**config.mk**
```make
export PLATFORM = sky130hd
export DESIGN_NAME = gpio_input_conditioner
export DESIGN_NICKNAME = d
export VERILOG_FILES = /design/src/rtl/gpio_input_conditioner.sv
export SDC_FILE = /design/constraint.sdc
export NUM_CORES = 1
export LEC_CHECK = 0
export ABC_CLOCK_PERIOD_IN_PS = 1800
export CAP_MARGIN = 40
export CORE_MARGIN = 2
export CORE_UTILIZATION = 45
export CTS_CLUSTER_SIZE = 25
export DETAILED_ROUTE_END_ITERATION = 10
export PLACE_DENSITY = 0.7
export SYNTH_ARGS = -nofsm -noshare
export SYNTH_HDL_FRONTEND = slang
export SYNTH_SLANG_ARGS = --single-unit
export TNS_END_PERCENT = 30
```
**constraint.sdc**
```tcl
create_clock -name clk -period 1.8 [get_ports clk]
set_clock_uncertainty 0.05 [all_clocks]
set_input_delay 0.36 -clock clk [delete_from_list [all_inputs] [get_ports clk]]
set_output_delay 0.36 -clock clk [all_outputs]
set_load 0.03 [all_outputs]
```
**src/rtl/gpio_input_conditioner.sv**
```systemverilog
// gpio_input_conditioner: synchronise, debounce and edge-detect one GPIO pad with a sticky irq flag
module gpio_input_conditioner #(
  parameter int SYNC_STAGES     = 2,
  parameter int DEBOUNCE_CYCLES = 16,
  parameter int CNT_W           = 8
) (
  input  logic       clk,
  input  logic       reset,
  input  logic       pin_async,
  input  logic       enable,
  input  logic [1:0] irq_mode,
  input  logic       irq_clear,
  output logic       pin_clean,
  output logic       rise_pulse,
  output logic       fall_pulse,
  output logic       irq_pending
);
  localparam logic ST_STABLE   = 1'b0;
  localparam logic ST_SETTLING = 1'b1;
  localparam logic [CNT_W-1:0] LAST = CNT_W'(DEBOUNCE_CYCLES - 1);
  logic [SYNC_STAGES-1:0] r_sync;
  logic                   r_state;
  logic [CNT_W-1:0]       r_cnt;
  logic                   r_pin_clean;
  logic                   r_rise;
  logic                   r_fall;
  logic                   r_irq;
  logic                   w_s;
  logic                   w_differ;
  logic                   w_done;
  logic                   w_next_clean;
  logic                   w_next_state;
  logic [CNT_W-1:0]       w_next_cnt;
  assign w_s = r_sync[SYNC_STAGES-1];
  // A settled level is committed only when the count expires with s still differing
  always_comb begin
    w_differ     = w_s != r_pin_clean;
    w_done       = (r_state == ST_SETTLING) && (r_cnt == LAST);
    w_next_clean = !enable ? w_s : (w_differ && w_done) ? w_s : r_pin_clean;
    w_next_state = (!enable || !w_differ || w_done) ? ST_STABLE : ST_SETTLING;
    w_next_cnt   = (w_next_state == ST_STABLE) ? '0 :
                   (r_state == ST_SETTLING) ? r_cnt + CNT_W'(1) : CNT_W'(1);
  end
  always_ff @(posedge clk) begin
    if (reset) begin
      r_sync      <= '0;
      r_state     <= ST_STABLE;
      r_cnt       <= '0;
      r_pin_clean <= 1'b0;
      r_rise      <= 1'b0;
      r_fall      <= 1'b0;
      r_irq       <= 1'b0;
    end else begin
      r_sync      <= {r_sync[SYNC_STAGES-2:0], pin_async};
      r_state     <= w_next_state;
      r_cnt       <= w_next_cnt;
      r_pin_clean <= w_next_clean;
      r_rise      <= w_next_clean & ~r_pin_clean;
      r_fall      <= ~w_next_clean & r_pin_clean;
      r_irq       <= (r_rise & irq_mode[0]) | (r_fall & irq_mode[1]) | (r_irq & ~irq_clear);
    end
  end
  assign pin_clean   = r_pin_clean;
  assign rise_pulse  = r_rise;
  assign fall_pulse  = r_fall;
  assign irq_pending = r_irq;
endmodule

```
# ---- Yosys cells after proc, flatten, opt, wreduce, memory -nomap -nowiden
# Index checks and enable logic that the tools add are counted.
# W data, S select, Z words.
dict set report totals {
  memories 0
  wordCells 34
  romBits 0
  latchBits 0
  register_bits 15
  ramBits 0
}
dict set report classes {
  n_eq_ne 2
  bitwise 11
  add_sub_neg 1
  n_lt_le_gt_ge 0
  n_mul 0
  n_reduce_logical 8
  div_mod_pow 0
  shift 0
  mux 4
}
# op count
set op_table {}
lappend op_table {{$add A8 B1 Y8 const B} 1}
lappend op_table {{$eq A8 B4 Y1 const B} 1}
lappend op_table {{$and A1 B1 Y1} 5}
lappend op_table {{$mux W1} 4}
lappend op_table {{$not A1 Y1} 4}
lappend op_table {{$reduce_or A3 Y1} 1}
lappend op_table {{$logic_and A1 B1 Y1} 2}
lappend op_table {{$logic_not A1 Y1} 2}
lappend op_table {{$logic_or A1 B1 Y1} 2}
lappend op_table {{$or A1 B1 Y1} 2}
lappend op_table {{$reduce_or A2 Y1} 1}
lappend op_table {{$ne A1 B1 Y1} 1}

# ---- Logic depth before layout (Yosys ltp)
dict set report logic_depth {
  word_depth 7
  ltp_mapped 4
  depth_no_buf 4
}

# ---- Worst setup path before layout
# Ideal clock, no wire load.
dict set report synth_path {
  kind {flip-flop to flip-flop}
  start {reg r_cnt[0]}
  end {reg r_cnt[2]}
  path_buffers 0
  slack_ps 222
  path_stages_with_launch 5
  required_time_ps 1600
  arrival_time_ps 1379
  path_cell_list {dfxtp_1 -> ha_1 -> nand3_1 -> o41ai_2 -> nor3_1}
}
dict set report synth_between {
  elab_chain_len 4
}
# element line
set synth_rtl {}
lappend synth_rtl {{start: declaration} 23} ;# logic [CNT_W-1:0] r_cnt;
lappend synth_rtl {{start signal: assignment} 56} ;# r_cnt <= w_next_cnt;
lappend synth_rtl {{parallel branches: the longest is 4 deep, another holds $add A8 B1 Y8} --}
# Several ways; the timed one is not identified.
# A chain may end at the register's enable or synchronous reset.

# ---- Worst setup path after layout
dict set report layout_path {
  start {reg r_irq, in the netlist irq_pending}
  end {out irq_pending}
}
# element line
set layout_rtl {}
lappend layout_rtl {{start: declaration} 27} ;# logic r_irq;
lappend layout_rtl {{start signal: assignment} 60} ;# r_irq <= (r_rise & irq_mode[0]) | (r_fall & irq_mode[1]) | (r_irq & ~irq_clear);
lappend layout_rtl {{end: declaration} 16} ;# output logic irq_pending
# No word-level cell between the ends.

==> results_tabular.tex <==
\begin{tabular}{lr}
\hline
Metric & Value \\
\hline
\multicolumn{2}{l}{\textbf{Worst setup path}} \\
Critical path data required time & about 1.4 ns \\
Endpoint of the most critical setup path & irq\_pending \\
Beginning of the critical path & irq\_pending\$\_SDFF\_PP0\_ \\
Largest stage delay on the critical path & 0.67 ns \\
Crit Path Category & flop to output pin \\
Critical path's top delay family & buffers and inverters \\
R2R setup slack & $\sim$0.23 ns \\
Peak fanout along the critical path & 2 \\
Cell depth of the worst flop-to-flop path & 4 \\
Signal arrival time at the worst endpoint & 1.29 ns \\
Cells along the critical path & clkdlybuf4s50\_1 \\
R2R Path Start & r\_cnt[0]\$\_SDFF\_PP0\_ \\
Type of element capturing the critical path & output pin \\
Cell type of the slowest stage on the worst timing path & sky130\_fd\_sc\_hd\_\_clkdlybuf4s50\_1 \\
Number of buffers and inverters on the critical path & 1 \\
Crit Reg-Reg Endpoint & rise\_pulse\$\_SDFF\_PP0\_ \\
Worst Setup Start Kind & flop \\
Number of cells on the critical path & 1 \\
\multicolumn{2}{l}{\textbf{Synth}} \\
Simple-gate share of the synthesized area & $\sim$24\% \\
Largest area contributor in the synthesized netlist & sky130\_fd\_sc\_hd\_\_dfxtp\_1 \\
Share of the synthesized area in the top cell type & $\sim$51\% \\
Number of library cell types mapped by synthesis & 22 \\
Instance count of the mapped netlist & 58 \\
Avg Synthesized Cell Area & about 10 um\^{}2 \\
Synth Net Count & 66 \\
Multiplexer fraction of the synthesized cell area & under 10\% \\
Sequential fraction of the synthesis area & between 50\% and 60\% \\
Main combinational cell family by area after synthesis & simple AND/OR/NAND/NOR gates \\
Largest cells by area after synthesis & sky130\_fd\_sc\_hd\_\_dfxtp\_1, sky130\_fd\_sc\_hd\_\_a211oi\_1, sky130\_fd\_sc\_hd\_\_xor2\_1 \\
Share of the synthesized netlist area taken by xor and xnor gates & just under 6\% \\
Compound-Gate Fraction of Synth Area & approximately 14\% \\
Post-synthesis register bit count & 15 \\
Post-Syn Area & slightly below 600 um\^{}2 \\
Ys Warns & 0 \\
Fraction of the mapped netlist area in adder cells & between 2 and 2.5\% \\
\multicolumn{2}{l}{\textbf{STA}} \\
Unrepaired setup endpoints after global routing & false \\
Worst-case headroom to the max-slew limit & 79.2\% \\
Clock period minus final worst setup slack & 1.70 ns \\
Max-slew violation total from the final report & 0 \\
Final sum of negative setup slack & 0 ns \\
Worst Max-Slew Pin Slew & 0.310 ns \\
Final worst-path cycle share & 94.3\% \\
Final-report setup violation count & 0 \\
Maximum frequency from static timing analysis & 589 MHz \\
Final hold vios & 0 \\
Hold Worst Slack & around 0.40 ns \\
\multicolumn{2}{l}{\textbf{CTS}} \\
Clock tree from TritonCTS & yes \\
Maximum number of buffers from clock root to sink & 2 \\
Inserted Clock Buffers & 3 \\
Post-CTS Hold Fix Bufs & 0 \\
Clock transition at path regs & $\sim$0.090 ns \\
Clock Tree Root & sky130\_fd\_sc\_hd\_\_clkbuf\_4 \\
Sink Count & 15 \\
Clock Latency Late Sink & between 0.2 and 0.3 ns \\
H-tree depth & 1 \\
\multicolumn{2}{l}{\textbf{Floorplan}} \\
Effective utilization at floorplan & a little under half \\
Die extent in y & 40.3 um \\
Area enclosed by the die boundary & roughly 1600 um\^{}2 \\
Std-Cell Rows & 13 \\
Number of top-level design ports & 11 \\
Horiz. Die Dim & just over 40 um \\
Standard cell core area & approximately 1300 um\^{}2 \\
\multicolumn{2}{l}{\textbf{Detailed routing}} \\
Average vias per placed instance & 5.39 \\
Detail Route Antenna Nets & 0 \\
Avg WL per Cell & $\sim$12 um \\
Drt total wl & 1080 um \\
DR vias & 480 \\
DRC Markers & 0 \\
Initial DRC count & 17 \\
Pre-antenna DRT Iters & 4 \\
\multicolumn{2}{l}{\textbf{Place}} \\
Post-detailed-placement half-perimeter wirelength & between 700 and 800 um \\
Buffers added on ports & 10 \\
Final RePlAce weighted congestion & 0.723 \\
\multicolumn{2}{l}{\textbf{Power}} \\
Max VDD drop & 0.000394 V \\
Static leakage & 0.259 nW \\
Pwr per Cell Area & 760 nW/um\^{}2 \\
\multicolumn{2}{l}{\textbf{Global route}} \\
Vias in the first global route & about 400 \\
Largest net degree at the start of global routing & 10 \\
Total global routing track utilization & approximately 16\% \\
Overflow left after global routing & 0 \\
First-pass GRT wire length & approximately 1700 um \\
Initial antenna violation count & 0 \\
\multicolumn{2}{l}{\textbf{Layout}} \\
Share of cells above drive strength 1 & under 10\% \\
Antenna fix cells & 0 \\
Synthesis-to-layout area growth & 26.8\% \\
Number of fill cells & 123 \\
Most common cell after layout, fill and taps aside & sky130\_fd\_sc\_hd\_\_dfxtp\_1 \\
Number of nets in the final layout & 83 \\
Commonest non-fill, non-tap cells in the layout & sky130\_fd\_sc\_hd\_\_dfxtp\_1, sky130\_fd\_sc\_hd\_\_clkdlybuf4s50\_1, sky130\_fd\_sc\_hd\_\_nand2b\_1, sky130\_fd\_sc\_hd\_\_nor3\_1, sky130\_fd\_sc\_hd\_\_a211oi\_1 \\
\multicolumn{2}{l}{\textbf{Run}} \\
Number of max-capacitance violations reported & 0 \\
\multicolumn{2}{l}{\textbf{Min path}} \\
Path type of the worst min-delay path & flop to flop \\
\multicolumn{2}{l}{\textbf{Status}} \\
Run status & finished clean \\
\hline
\end{tabular}
report_power, final:
group | switching, mW | total, mW | internal (mW)
sequential | 0.00325 | 0.339 | 0.336
clock | 0.106 | 0.192 | 0.0859
combinational | 0.0157 | 0.0391 | 0.0234
total | 0.125 | 0.571 | 0.445
cell type report:
class                           count  area (um^2)  share of cell area [%]
Inverter                            2         7.51                    1.00
Multi-Input combinational cell     41          284                    37.8
Timing Repair Buffer               12          114                    15.2
Sequential cell                    15          300                    40.0
Clock buffer                        4         26.3                    3.50
Tap cell                           15         18.8                    2.50
routing by layer:
metal  wire (um)  GRT usage (%)  vias to the layer above
met1         546           22.4                      226
li1            -              -                      244
met4          11           10.0                        0
met3          49           3.33                        2
met2         468           22.6                        8
met5           0              0                        -
stage by stage:
step           cells  setup slack, ns  area, um^2  power [mW]  utilization (%)
2_1_floorplan     58            0.222         592       0.362                -
3_3_place_gp      85            0.291         726       0.386             57.2
3_5_place_dp      85            0.259         726       0.386             57.2
4_1_cts           89           0.0830         751       0.579             59.2
5_1_grt           89           0.0579         751       0.593             59.2
6_report          89            0.102         751       0.571             59.2
kinds of logic (layout without fill, tap and decap cells):
logic type	after synthesis	in the layout
fa+ha+maj	1	1
compound gates	10	10
mux	1	1
buf+inv	2	18
xor+xnor	4	4
simple gates	25	25
flops	15	15
flip-flops by register name, summed over array words and instances (netlist names):
signal / cells
r_sync: 2
rise_pulse: 1
fall_pulse: 1
r_state: 1
pin_clean: 1
irq_pending: 1
r_cnt: 8
worst min path at each step:
stage,from,to,slack [ns],cells after the start
after floorplan,r_sync[0]$_SDFF_PP0_,r_sync[1]$_SDFF_PP0_,0.36,1
after global placement,r_sync[0]$_SDFF_PP0_,r_sync[1]$_SDFF_PP0_,0.37,1
after detailed placement,r_sync[0]$_SDFF_PP0_,r_sync[1]$_SDFF_PP0_,0.39,1
after CTS,r_sync[0]$_SDFF_PP0_,r_sync[1]$_SDFF_PP0_,0.40,1
after global routing,r_sync[0]$_SDFF_PP0_,r_sync[1]$_SDFF_PP0_,0.43,1
final,r_sync[0]$_SDFF_PP0_,r_sync[1]$_SDFF_PP0_,0.40,1
synth_stat cells:
cell type                  count
sky130_fd_sc_hd__o21ai_0       3
sky130_fd_sc_hd__nor2b_1       2
sky130_fd_sc_hd__a222oi_1      1
sky130_fd_sc_hd__or2_1         1
sky130_fd_sc_hd__dfxtp_1      15
sky130_fd_sc_hd__xnor2_1       1
sky130_fd_sc_hd__o41ai_2       1
sky130_fd_sc_hd__or3_1         3
sky130_fd_sc_hd__nor3_1        4
sky130_fd_sc_hd__nand2b_1      4
sky130_fd_sc_hd__a211oi_1      4
sky130_fd_sc_hd__nor4b_1       2
sky130_fd_sc_hd__mux2i_1       1
sky130_fd_sc_hd__ha_1          1
sky130_fd_sc_hd__nand3b_1      1
sky130_fd_sc_hd__xor2_1        3
sky130_fd_sc_hd__nand2_1       2
sky130_fd_sc_hd__inv_1         2
sky130_fd_sc_hd__o41a_1        1
sky130_fd_sc_hd__nand4_1       1
sky130_fd_sc_hd__nor2_1        2
sky130_fd_sc_hd__nand3_1       3
timing repair:
item / CTS / global route
hold endpoints to repair: 0 / 0
gates resized for setup: 1 / 0
buffers inserted: 0 / 0
endpoints found under the setup margin: 1 / 0
Power figures use the tool's default switching activity.
